[src/rtl/tl_arbiter_2to1.sv]
// Two-master to one-slave TileLink-UL arbiter: round-robin on A with PutFull burst lock,
// D responses steered back to their master by the extended source MSB.
module tl_arbiter_2to1 #(
    parameter int ADDRESS_WIDTH = 32,
    parameter int SOURCE_WIDTH  = 4
) (
    input  logic                     clk,
    input  logic                     reset,

    input  logic                     m0_a_valid,
    output logic                     m0_a_ready,
    input  logic [2:0]               m0_a_opcode,
    input  logic [2:0]               m0_a_param,
    input  logic [SOURCE_WIDTH-1:0]  m0_a_source,
    input  logic [ADDRESS_WIDTH-1:0] m0_a_address,
    input  logic [2:0]               m0_a_size,
    input  logic [7:0]               m0_a_mask,
    input  logic [63:0]              m0_a_data,
    input  logic                     m0_a_corrupt,
    output logic                     m0_d_valid,
    input  logic                     m0_d_ready,
    output logic [2:0]               m0_d_opcode,
    output logic [2:0]               m0_d_param,
    output logic [2:0]               m0_d_size,
    output logic [SOURCE_WIDTH-1:0]  m0_d_source,
    output logic                     m0_d_denied,
    output logic                     m0_d_corrupt,
    output logic [63:0]              m0_d_data,

    input  logic                     m1_a_valid,
    output logic                     m1_a_ready,
    input  logic [2:0]               m1_a_opcode,
    input  logic [2:0]               m1_a_param,
    input  logic [SOURCE_WIDTH-1:0]  m1_a_source,
    input  logic [ADDRESS_WIDTH-1:0] m1_a_address,
    input  logic [2:0]               m1_a_size,
    input  logic [7:0]               m1_a_mask,
    input  logic [63:0]              m1_a_data,
    input  logic                     m1_a_corrupt,
    output logic                     m1_d_valid,
    input  logic                     m1_d_ready,
    output logic [2:0]               m1_d_opcode,
    output logic [2:0]               m1_d_param,
    output logic [2:0]               m1_d_size,
    output logic [SOURCE_WIDTH-1:0]  m1_d_source,
    output logic                     m1_d_denied,
    output logic                     m1_d_corrupt,
    output logic [63:0]              m1_d_data,

    output logic                     s_a_valid,
    input  logic                     s_a_ready,
    output logic [2:0]               s_a_opcode,
    output logic [2:0]               s_a_param,
    output logic [2:0]               s_a_size,
    output logic [SOURCE_WIDTH:0]    s_a_source,
    output logic [ADDRESS_WIDTH-1:0] s_a_address,
    output logic [7:0]               s_a_mask,
    output logic [63:0]              s_a_data,
    output logic                     s_a_corrupt,

    input  logic                     s_d_valid,
    output logic                     s_d_ready,
    input  logic [2:0]               s_d_opcode,
    input  logic [2:0]               s_d_param,
    input  logic [2:0]               s_d_size,
    input  logic [SOURCE_WIDTH:0]    s_d_source,
    input  logic                     s_d_denied,
    input  logic                     s_d_corrupt,
    input  logic [63:0]              s_d_data
);

    typedef enum logic [1:0] {IDLE = 2'd0, HOLD = 2'd1, BURST = 2'd2} state_t;

    state_t     state, state_n;
    logic       grant, grant_n;
    logic       last, last_n;
    logic [2:0] beat, beat_n;
    logic       eff_grant;
    logic       accept;
    logic       is_put;
    logic       d_sel;

    // Only IDLE re-arbitrates; HOLD and BURST keep the latched master.
    always_comb begin
        eff_grant = grant;
        if (state == IDLE) begin
            if (m0_a_valid && !m1_a_valid)      eff_grant = 1'b0;
            else if (m1_a_valid && !m0_a_valid) eff_grant = 1'b1;
            else if (m0_a_valid && m1_a_valid)  eff_grant = ~last;
        end
    end

    always_comb begin
        s_a_valid   = eff_grant ? m1_a_valid   : m0_a_valid;
        s_a_opcode  = eff_grant ? m1_a_opcode  : m0_a_opcode;
        s_a_param   = eff_grant ? m1_a_param   : m0_a_param;
        s_a_size    = eff_grant ? m1_a_size    : m0_a_size;
        s_a_source  = {eff_grant, eff_grant ? m1_a_source : m0_a_source};
        s_a_address = eff_grant ? m1_a_address : m0_a_address;
        s_a_mask    = eff_grant ? m1_a_mask    : m0_a_mask;
        s_a_data    = eff_grant ? m1_a_data    : m0_a_data;
        s_a_corrupt = eff_grant ? m1_a_corrupt : m0_a_corrupt;
        m0_a_ready  = s_a_ready & ~eff_grant;
        m1_a_ready  = s_a_ready & eff_grant;
    end

    assign accept = s_a_valid & s_a_ready;
    assign is_put = (s_a_opcode == 3'd0);

    always_ff @(posedge clk or posedge reset) begin
        if (reset) begin
            state <= IDLE;
            grant <= 1'b0;
            last  <= 1'b1;
            beat  <= '0;
        end else begin
            state <= state_n;
            grant <= grant_n;
            last  <= last_n;
            beat  <= beat_n;
        end
    end

    always_comb begin
        state_n = state;
        grant_n = grant;
        last_n  = last;
        beat_n  = beat;
        case (state)
            IDLE: begin
                if (s_a_valid) begin
                    if (!s_a_ready) begin
                        state_n = HOLD;
                        grant_n = eff_grant;
                    end else if (is_put) begin
                        state_n = BURST;
                        beat_n  = 3'd1;
                        grant_n = eff_grant;
                    end else begin
                        last_n = eff_grant;
                    end
                end
            end
            HOLD: begin
                if (accept) begin
                    if (is_put) begin
                        state_n = BURST;
                        beat_n  = 3'd1;
                    end else begin
                        state_n = IDLE;
                        last_n  = grant;
                    end
                end
            end
            BURST: begin
                if (accept) begin
                    if (beat == 3'd7) begin
                        state_n = IDLE;
                        beat_n  = '0;
                        last_n  = grant;
                    end else begin
                        beat_n = beat + 3'd1;
                    end
                end
            end
            default: state_n = IDLE;
        endcase
    end

    // D payload is broadcast; only valid and the ready return are steered.
    assign d_sel        = s_d_source[SOURCE_WIDTH];
    assign m0_d_valid   = s_d_valid & ~d_sel;
    assign m1_d_valid   = s_d_valid & d_sel;
    assign s_d_ready    = d_sel ? m1_d_ready : m0_d_ready;

    assign m0_d_opcode  = s_d_opcode;
    assign m0_d_param   = s_d_param;
    assign m0_d_size    = s_d_size;
    assign m0_d_source  = s_d_source[SOURCE_WIDTH-1:0];
    assign m0_d_denied  = s_d_denied;
    assign m0_d_corrupt = s_d_corrupt;
    assign m0_d_data    = s_d_data;
    assign m1_d_opcode  = s_d_opcode;
    assign m1_d_param   = s_d_param;
    assign m1_d_size    = s_d_size;
    assign m1_d_source  = s_d_source[SOURCE_WIDTH-1:0];
    assign m1_d_denied  = s_d_denied;
    assign m1_d_corrupt = s_d_corrupt;
    assign m1_d_data    = s_d_data;

endmodule

[config.mk]
export PLATFORM = sky130hd
export DESIGN_NAME = tl_arbiter_2to1
export DESIGN_NICKNAME = d
export VERILOG_FILES = /design/src/rtl/tl_arbiter_2to1.sv
export SDC_FILE = /design/constraint.sdc
export NUM_CORES = 1
export LEC_CHECK = 0
export CAP_MARGIN = 0
export CORE_AREA = 4 4 235 237
export DETAILED_ROUTE_END_ITERATION = 7
export DIE_AREA = 0 0 239 241
export PLACE_DENSITY = 0.31
export SLEW_MARGIN = 20
export SYNTH_ARGS = -nofsm -noshare
export SYNTH_HDL_FRONTEND = slang
export SYNTH_SLANG_ARGS = --single-unit
[constraint.sdc]
create_clock -name clk -period 3.1 [get_ports clk]
set_input_delay 0.465 -clock clk [delete_from_list [all_inputs] [get_ports clk]]
set_output_delay 0.465 -clock clk [all_outputs]
set_load 0.02 [all_outputs]
==> PnR_summary.wiki <==
{| class="wikitable"
! Metric !! Value
|-
| Synth unique cells || 35
|-
| Post-placement cell area || ~6800 um2
|-
| Worst rel slew slack || 0.7085
|-
| Number of flops mapped to enable cells by yosys || 0
|-
| Total power || between 5 and 6 mW
|-
| Depth of the worst register-to-register path || 8
|-
| Fraction of power spent switching nets || 0.5163
|-
| H-tree depth || 1
|-
| Drt drc || 0
|-
| Worst hold path class || in2async
|-
| Transition at the pin with the smallest max-transition slack || 0.4346 ns
|-
| Netlist area before placement || 3296 um2
|-
| Final critical-path required period || 3.048 ns
|-
| Fraction of layout cells with a size suffix above 1 || 0.05193
|-
| Core area || approximately 53000 um2
|-
| Worst-path clk slew || 0.04 ns
|-
| Initial core utilization || 0.06185
|-
| Proportion of register bits with asynchronous set or reset after synthesis || 1.000
|-
| FP Rows || 85
|-
| CTS root buffer || clkbuf_16
|-
| Combinational power share || 0.934
|-
| Startpoint type of the worst setup path || input port
|-
| Setup Viol. Count Final || 0
|-
| Inserted Clock Buffers || 3
|-
| Port-buffer cells || 369
|-
| Resized cells post-CTS || 0
|-
| Largest net degree at the start of global routing || between 50 and 60
|-
| Combinational family with the most area after synthesis || simple AND/OR/NAND/NOR gates
|-
| Setup repair after global routing missed its margin || yes
|-
| Fraction of power consumed by the clock network || 0.038
|-
| Result of the run || complete, no violations
|-
| Syn-to-layout area delta || 111.8%
|-
| Ratio of routed vias to standard cells || 2.779
|-
| Number of DRC markers after the initial detailed-route iteration || 125
|-
| Post-Syn Nets || ~940
|-
| Number of cells after detailed placement || 1520
|-
| Arithmetic-cell share of the synthesized area counting full adders, half adders and majority gates || 0.02278
|-
| Final cell count without fillers || 1526
|-
| Share of Yosys cell area claimed by the top area cell type || 0.4055
|-
| Routed wire length || 19400 um
|-
| Max-slew violation count || 0
|-
| Initial antenna violation count || 2
|-
| Hold violation total from the final report || 0
|-
| Setup TNS || 0 ns
|-
| Routability cong. || 0.6982
|-
| Met3 Resource Use GR || 0.02663
|-
| Floorplan die area || 57600 um2
|-
| Static Leakage || around 3.2 nW
|-
| Busiest layer in global routing || met2
|-
| Met2 global-route usage || 0.1046
|-
| Via count of the first global-routing pass || 4326
|-
| Setup skew after layout || 0.001503 ns
|-
| Number of max-capacitance violations reported || 0
|-
| Gate count after technology mapping || 611
|-
| Worst setup path category || in2out
|-
| Maximum root-to-sink buffer count || 2
|-
| Max Fclk || roughly 330 MHz
|-
| Clk Latency, worst-skew pair || ~0.23 ns
|-
| Predominant post-synthesis flop cell || dfrtp_1
|-
| Final Cell Area || 6979 um2
|-
| Fill count || 6155
|-
| Sequential fraction of the synthesis area || 0.05353
|-
| Yosys warnings || 0
|-
| Fraction of synthesized cell area in xor and xnor cells || 0
|-
| Overall global routing resource usage || 0.05790
|-
| Arrival time at the worst endpoint || 2.58 ns
|-
| FF-to-FF Start || state[0]
|-
| Gr ovfl total || 0
|-
| Sequential share of power || 0.028
|-
| Sw Pwr || 2.971 mW
|-
| DIE WIDTH || 239 um
|-
| Post-synthesis compound-gate area fraction || 0.07062
|-
| Post-CTS setup-driven buffer insertion count || 0
|-
| Wire length of the first global-routing pass || approximately 26000 um
|-
| Count of vias placed by the detailed router || 4240
|-
| # nets final || 1159
|-
| DP Wirelength || 16850 um
|-
| Post-synthesis cell type with the largest combined area || nand2_1
|-
| Multiplexer share of the synthesized area || 0.006834
|-
| Worst endpoint required time || 2.63 ns
|-
| Pwr dens || 824.6 nW/um2
|-
| Met1 track demand over resource in global routing || 0.05543
|-
| Worst supply voltage drop on vdd || between 300 and 400 uV
|-
| Cell types with the largest area share after synthesis || nand2_1 (41%), buf_4 (36%), dfrtp_1 (4.6%)
|-
| CP endpoint kind || output port
|-
| First-pass detailed-route iteration total || 4
|-
| Simple-gate portion of the synthesized area || 0.4351
|-
| Capture instance of the worst register-to-register path || last
|-
| Mean instance size in the synthesized netlist || between 5 and 6 um2
|-
| Peak fanout along the critical path || 50
|-
| Wire length per cell after detailed routing || between 10 and 15 um
|-
| Hold buffers post-CTS || 0
|-
| Die span in y || 241 um
|-
| Post-detailed-route count of antenna-violating nets || 0
|-
| Num ports || 607
|-
| Flop and latch count out of synthesis || 7
|-
| Sinks on the clock net || 7
|-
| P_int || about 2.8 mW
|-
| R2R setup slack || 0.98 ns
|-
| Top library cells by usage in the layout, fill and taps aside || nand2_1 (356), clkdlybuf4s50_1 (344), buf_4 (25)
|-
| Post-route fraction of the period consumed by the critical path || 0.9832
|-
| Most common cell after layout, fill and taps aside || nand2_1
|-
| CTS tree || yes
|}
how the worst max path moves through the flow:
stage | start | to | cells after the start
2_1_floorplan | state[1] | s_a_data[40] | 9
3_5_place_dp | m1_a_valid | s_a_mask[0] | 9
4_1_cts | m1_a_valid | s_a_mask[0] | 9
5_1_grt | state[0] | s_a_mask[6] | 9
6_report | m1_a_valid | s_a_mask[6] | 8
3_3_place_gp | m1_a_valid | s_a_mask[0] | 9
power groups by stage:
stage | logic [mW] | registers, mW | clock network, mW
4_1_cts | 5.56 | 0.162 | 0.224
2_1_floorplan | 2.98 | 0.163 | 0
3_5_place_dp | 5.53 | 0.163 | 0
3_3_place_gp | 5.61 | 0.163 | 0
6_report | 5.38 | 0.161 | 0.217
5_1_grt | 5.84 | 0.167 | 0.237
state kept, by name, indices dropped and copies added, names as in the netlist:
name and flops:
beat 3, last 1, grant 1, state 2
cells in the mapped netlist, types with 2 or more instances:
library cell	number
ha_1	6
o21ai_0	3
a31oi_1	2
a211oi_1	4
nand2_1	356
a21oi_1	7
buf_4	159
dfrtp_1	6
nor2_1	6
inv_1	8
a22o_1	2
clkbuf_1	3
nor3_1	4
buf_2	24
through the flow:
stage,util,setup slack (ns),hold WS [ns]
2_1_floorplan,-,0.7257,0.2677
3_3_place_gp,0.1283,0.04331,0.5032
3_5_place_dp,0.1283,0.01245,0.4984
4_1_cts,0.1298,0.002266,0.5096
5_1_grt,0.1309,-0.04706,0.5180
6_report,0.1310,0.05218,0.4945
per-layer routing:
metal	vias up	part of all wire
met3	78	0.14
met4	0	0.048
met5	-	0
li1	2136	-
met2	305	0.50
met1	1721	0.32
worst max-delay path, cell delays in order:
cell and delay, ns:
clkdlybuf4s50_1 0.46, a21oi_1 0.22, a21o_4 0.17, buf_12 0.22, buf_4 0.19, nand2_1 0.05
nand2_1 0.10, clkdlybuf4s50_1 0.62
cell families (layout without fill, tap and decap cells):
family / after synthesis / in the layout
multiplexers: 2 / 2
adder cells (fa/ha/maj): 6 / 6
AND/OR/NAND/NOR: 373 / 373
other: 0 / 2
AO/OA/AOI/OAI: 29 / 29
buffers and inverters: 194 / 411
flip-flops: 7 / 7
cell type report:
class / instances / area, um2 / share of cell area
clock buffers: 4 / 78.83 / 0.01129
inverters: 8 / 32.53 / 0.004661
flip-flops and latches: 7 / 176.4 / 0.02528
repair buffers: 399 / 4051 / 0.5805
well taps: 696 / 870.8 / 0.1248
multi-input cells: 410 / 1764 / 0.2528
diodes: 2 / 5.005 / 0.0007171
(Power assumes the default switching activity.)
==> variant (same flow settings) <==
Reset style: synchronous (`reset`), changed in one clocked block.
--- a/src/rtl/tl_arbiter_2to1.sv
+++ b/src/rtl/tl_arbiter_2to1.sv
@@ -108,5 +108,5 @@
     assign is_put = (s_a_opcode == 3'd0);
 
-    always_ff @(posedge clk or posedge reset) begin
+    always_ff @(posedge clk) begin
         if (reset) begin
             state <= IDLE;
Function: differs if reset is asserted again (counterexample within 4 cycles, from zero or initial values and one cycle with reset high); with reset held inactive, the same outputs for 4 cycles.
==> variant against the original RTL <==
- via count is 4.1% higher
- count of clock-buffer cells in the layout unchanged
- synthesized cell count up 2.1%
- synthesized area up 0.30%
- critical path depth stayed put
- wire length increased by 8.5%
- setup slack better by 0.077 ns
- sequential share of layout area shrank 0.55 points
- fmax is 2.6% higher
- sequential cell count is the same
- design area grew 1.6%
- critical endpoint is now s_a_address[5]
- largest cell class unchanged
Power is not compared: it rests on default switching activity, and its combinational part moved more than twofold at a synthesized area within 25%.
==> variant: results (changes against the original RTL) <==
* Top cells by count, synth: 359 x nand2_1, 160 x buf_4, 16 x buf_2
* Wirelength, routed at 21.0 mm (+8.5%)
* Dpl hpwl at 18.2 mm (+8.3%)
* Filler Cells Inserted at 6200 (+0.73%)
* Number of global-route vias before repair at 4501 (+4.0%)
* Setup Slack @ Placement at -0.101 ns (-0.114 ns)
* DRT iter0 DRCs at 82 (-34%)
* Portion of the post-synthesis area used by sequential elements at 4.24% (-1.1 points)
* Cell area after placement at 0.00682 mm² (-0.24%)
* Vias per Instance at 2.89 (+3.9%)
* Number of H-tree levels at 1 (unchanged)
* Overall Global Routing Usage at 6.39% (+0.60 points)
* Number of different library cells in the post-synthesis netlist at 37 (+5.7%)
* Worst clock skew at 0.00256 ns (+0.00105 ns)
* Result of the run: completed
* Port Buf Inserts at 369 (unchanged)
* Largest regs: beat x3, state x2
* Initial DRT Pass Iterations at 4 (unchanged)
* Clk buf depth at 2 (unchanged)
* Fraction of layout instances using a drive strength above 1 at 4.56% (-0.63 points)
* Kind of path behind the tightest hold check: reg2reg
* CTS buffer count at 3 (unchanged)
* Worst-path maximum fanout at 43 (-14%)
* Global-route wire length before repair at 27.9 mm (+9.1%)
* Relative slew slack at 73.2% (+2.3 points)
* Antenna violations before repair at 2 (unchanged)
* Weighted congestion at the end of routability-driven global placement at 0.735 (+5.3%)
* # placed instances at 1525 (+0.33%)
* Number of diodes at 0 (-2)
* Number of nets in the synthesized netlist at 954 (+1.4%)
* Max stage delay on crit path at 0.62 ns (about the same)
* Master cell of the clock root buffer: clkbuf_16
* Number of warnings printed during yosys synthesis at 0 (unchanged)
* Slack of the worst reg-to-reg path at 0.95 ns (-0.03 ns)
* Avg Synthesized Cell Area at 5.30 µm² (-1.8%)
* Fraction of registers with async set/reset at 0% (-100 points)
* Post-CTS setup buffer count at 0 (unchanged)
* Critical path arrival at 2.51 ns (-0.07 ns)
* Routed wire length per instance at 13.8 µm (+8.2%)
* Synth area leaders: nand2_1 41%, buf_4 36%, dfxtp_1 4.2%, buf_2 2.4%, ha_1 2.3%
* Leakage component of the power at 3.78 nW
* Final net count at 1164 (+0.43%)
* Most used DFF post-synth: dfxtp_1
* Maximum number of pins on one net before global-route repair at 58 (+14%)
* Power density over cell area at 332 mW/mm²
* Clock transition at the registers of the reported paths at 0.04 ns (about the same)
* Maximum VDD drop at 0.218 mV
* Slowest CP cell: clkdlybuf4s50_1
* Final critical-path share of the clock period at 95.8% (-2.5 points)
variant: final timing paths:
check,from,endpoint,cells past startpoint
worst min register to register,beat[1],beat[1],2
worst max register to register,state[0],beat[2],8
worst max-delay path,m0_a_valid,s_a_address[5],8
worst min-delay path,beat[1],beat[1],2
variant: timing repair:
item,4_1_cts,5_1_grt
gates resized for setup,30,79
gates cloned,0,0
endpoints found under the setup margin,89,92
variant: stage by stage:
step	total power, mW	setup TNS (ns)	utilization [%]	hold slack, ns
floorplan	1.33	0	-	0.473
global placement	2.27	-3.58	12.8	0.513
detailed placement	2.25	-2.29	12.8	0.501
CTS	2.46	0	12.9	0.506
global route	2.54	-0.0294	13.3	0.548
finish	2.35	0	13.3	0.500
variant: layout make-up:
type / count / area share [%]
clock buffer: 4 / 1.11
inverter: 8 / 0.459
multi-input combinational: 422 / 25.8
sequential: 7 / 1.98
tap: 696 / 12.3
timing repair buffer: 392 / 58.4
variant: where the power goes:
part,internal [mW],switching [mW]
Combinational,0.967,1.06
Clock,0.171,0.0515
Sequential,0.0993,0.0102
Total,1.24,1.12
variant: routing by layer:
layer	GRT usage, %	wire length (µm)	vias up
met4	2.20	748	2
li1	-	-	2166
met3	2.74	2440	63
met1	6.07	6560	1874
met2	12.3	11300	309
met5	0	8	-
variant: kinds of logic after synthesis:
kind of cell	share of synthesized area, %
AOI/OAI and AO/OA	6.51
buffers and inverters	40.9
and+or+nand+nor	45.4
muxes	0.643
adders and majority gates	2.27
DFF	4.24
variant: critical path, delay by kind of cell:
kind	cells	cell delay, ns
AND/OR/NAND/NOR	3	0.24
buffers and inverters	4	1.56
AO/OA/AOI/OAI	1	0.22
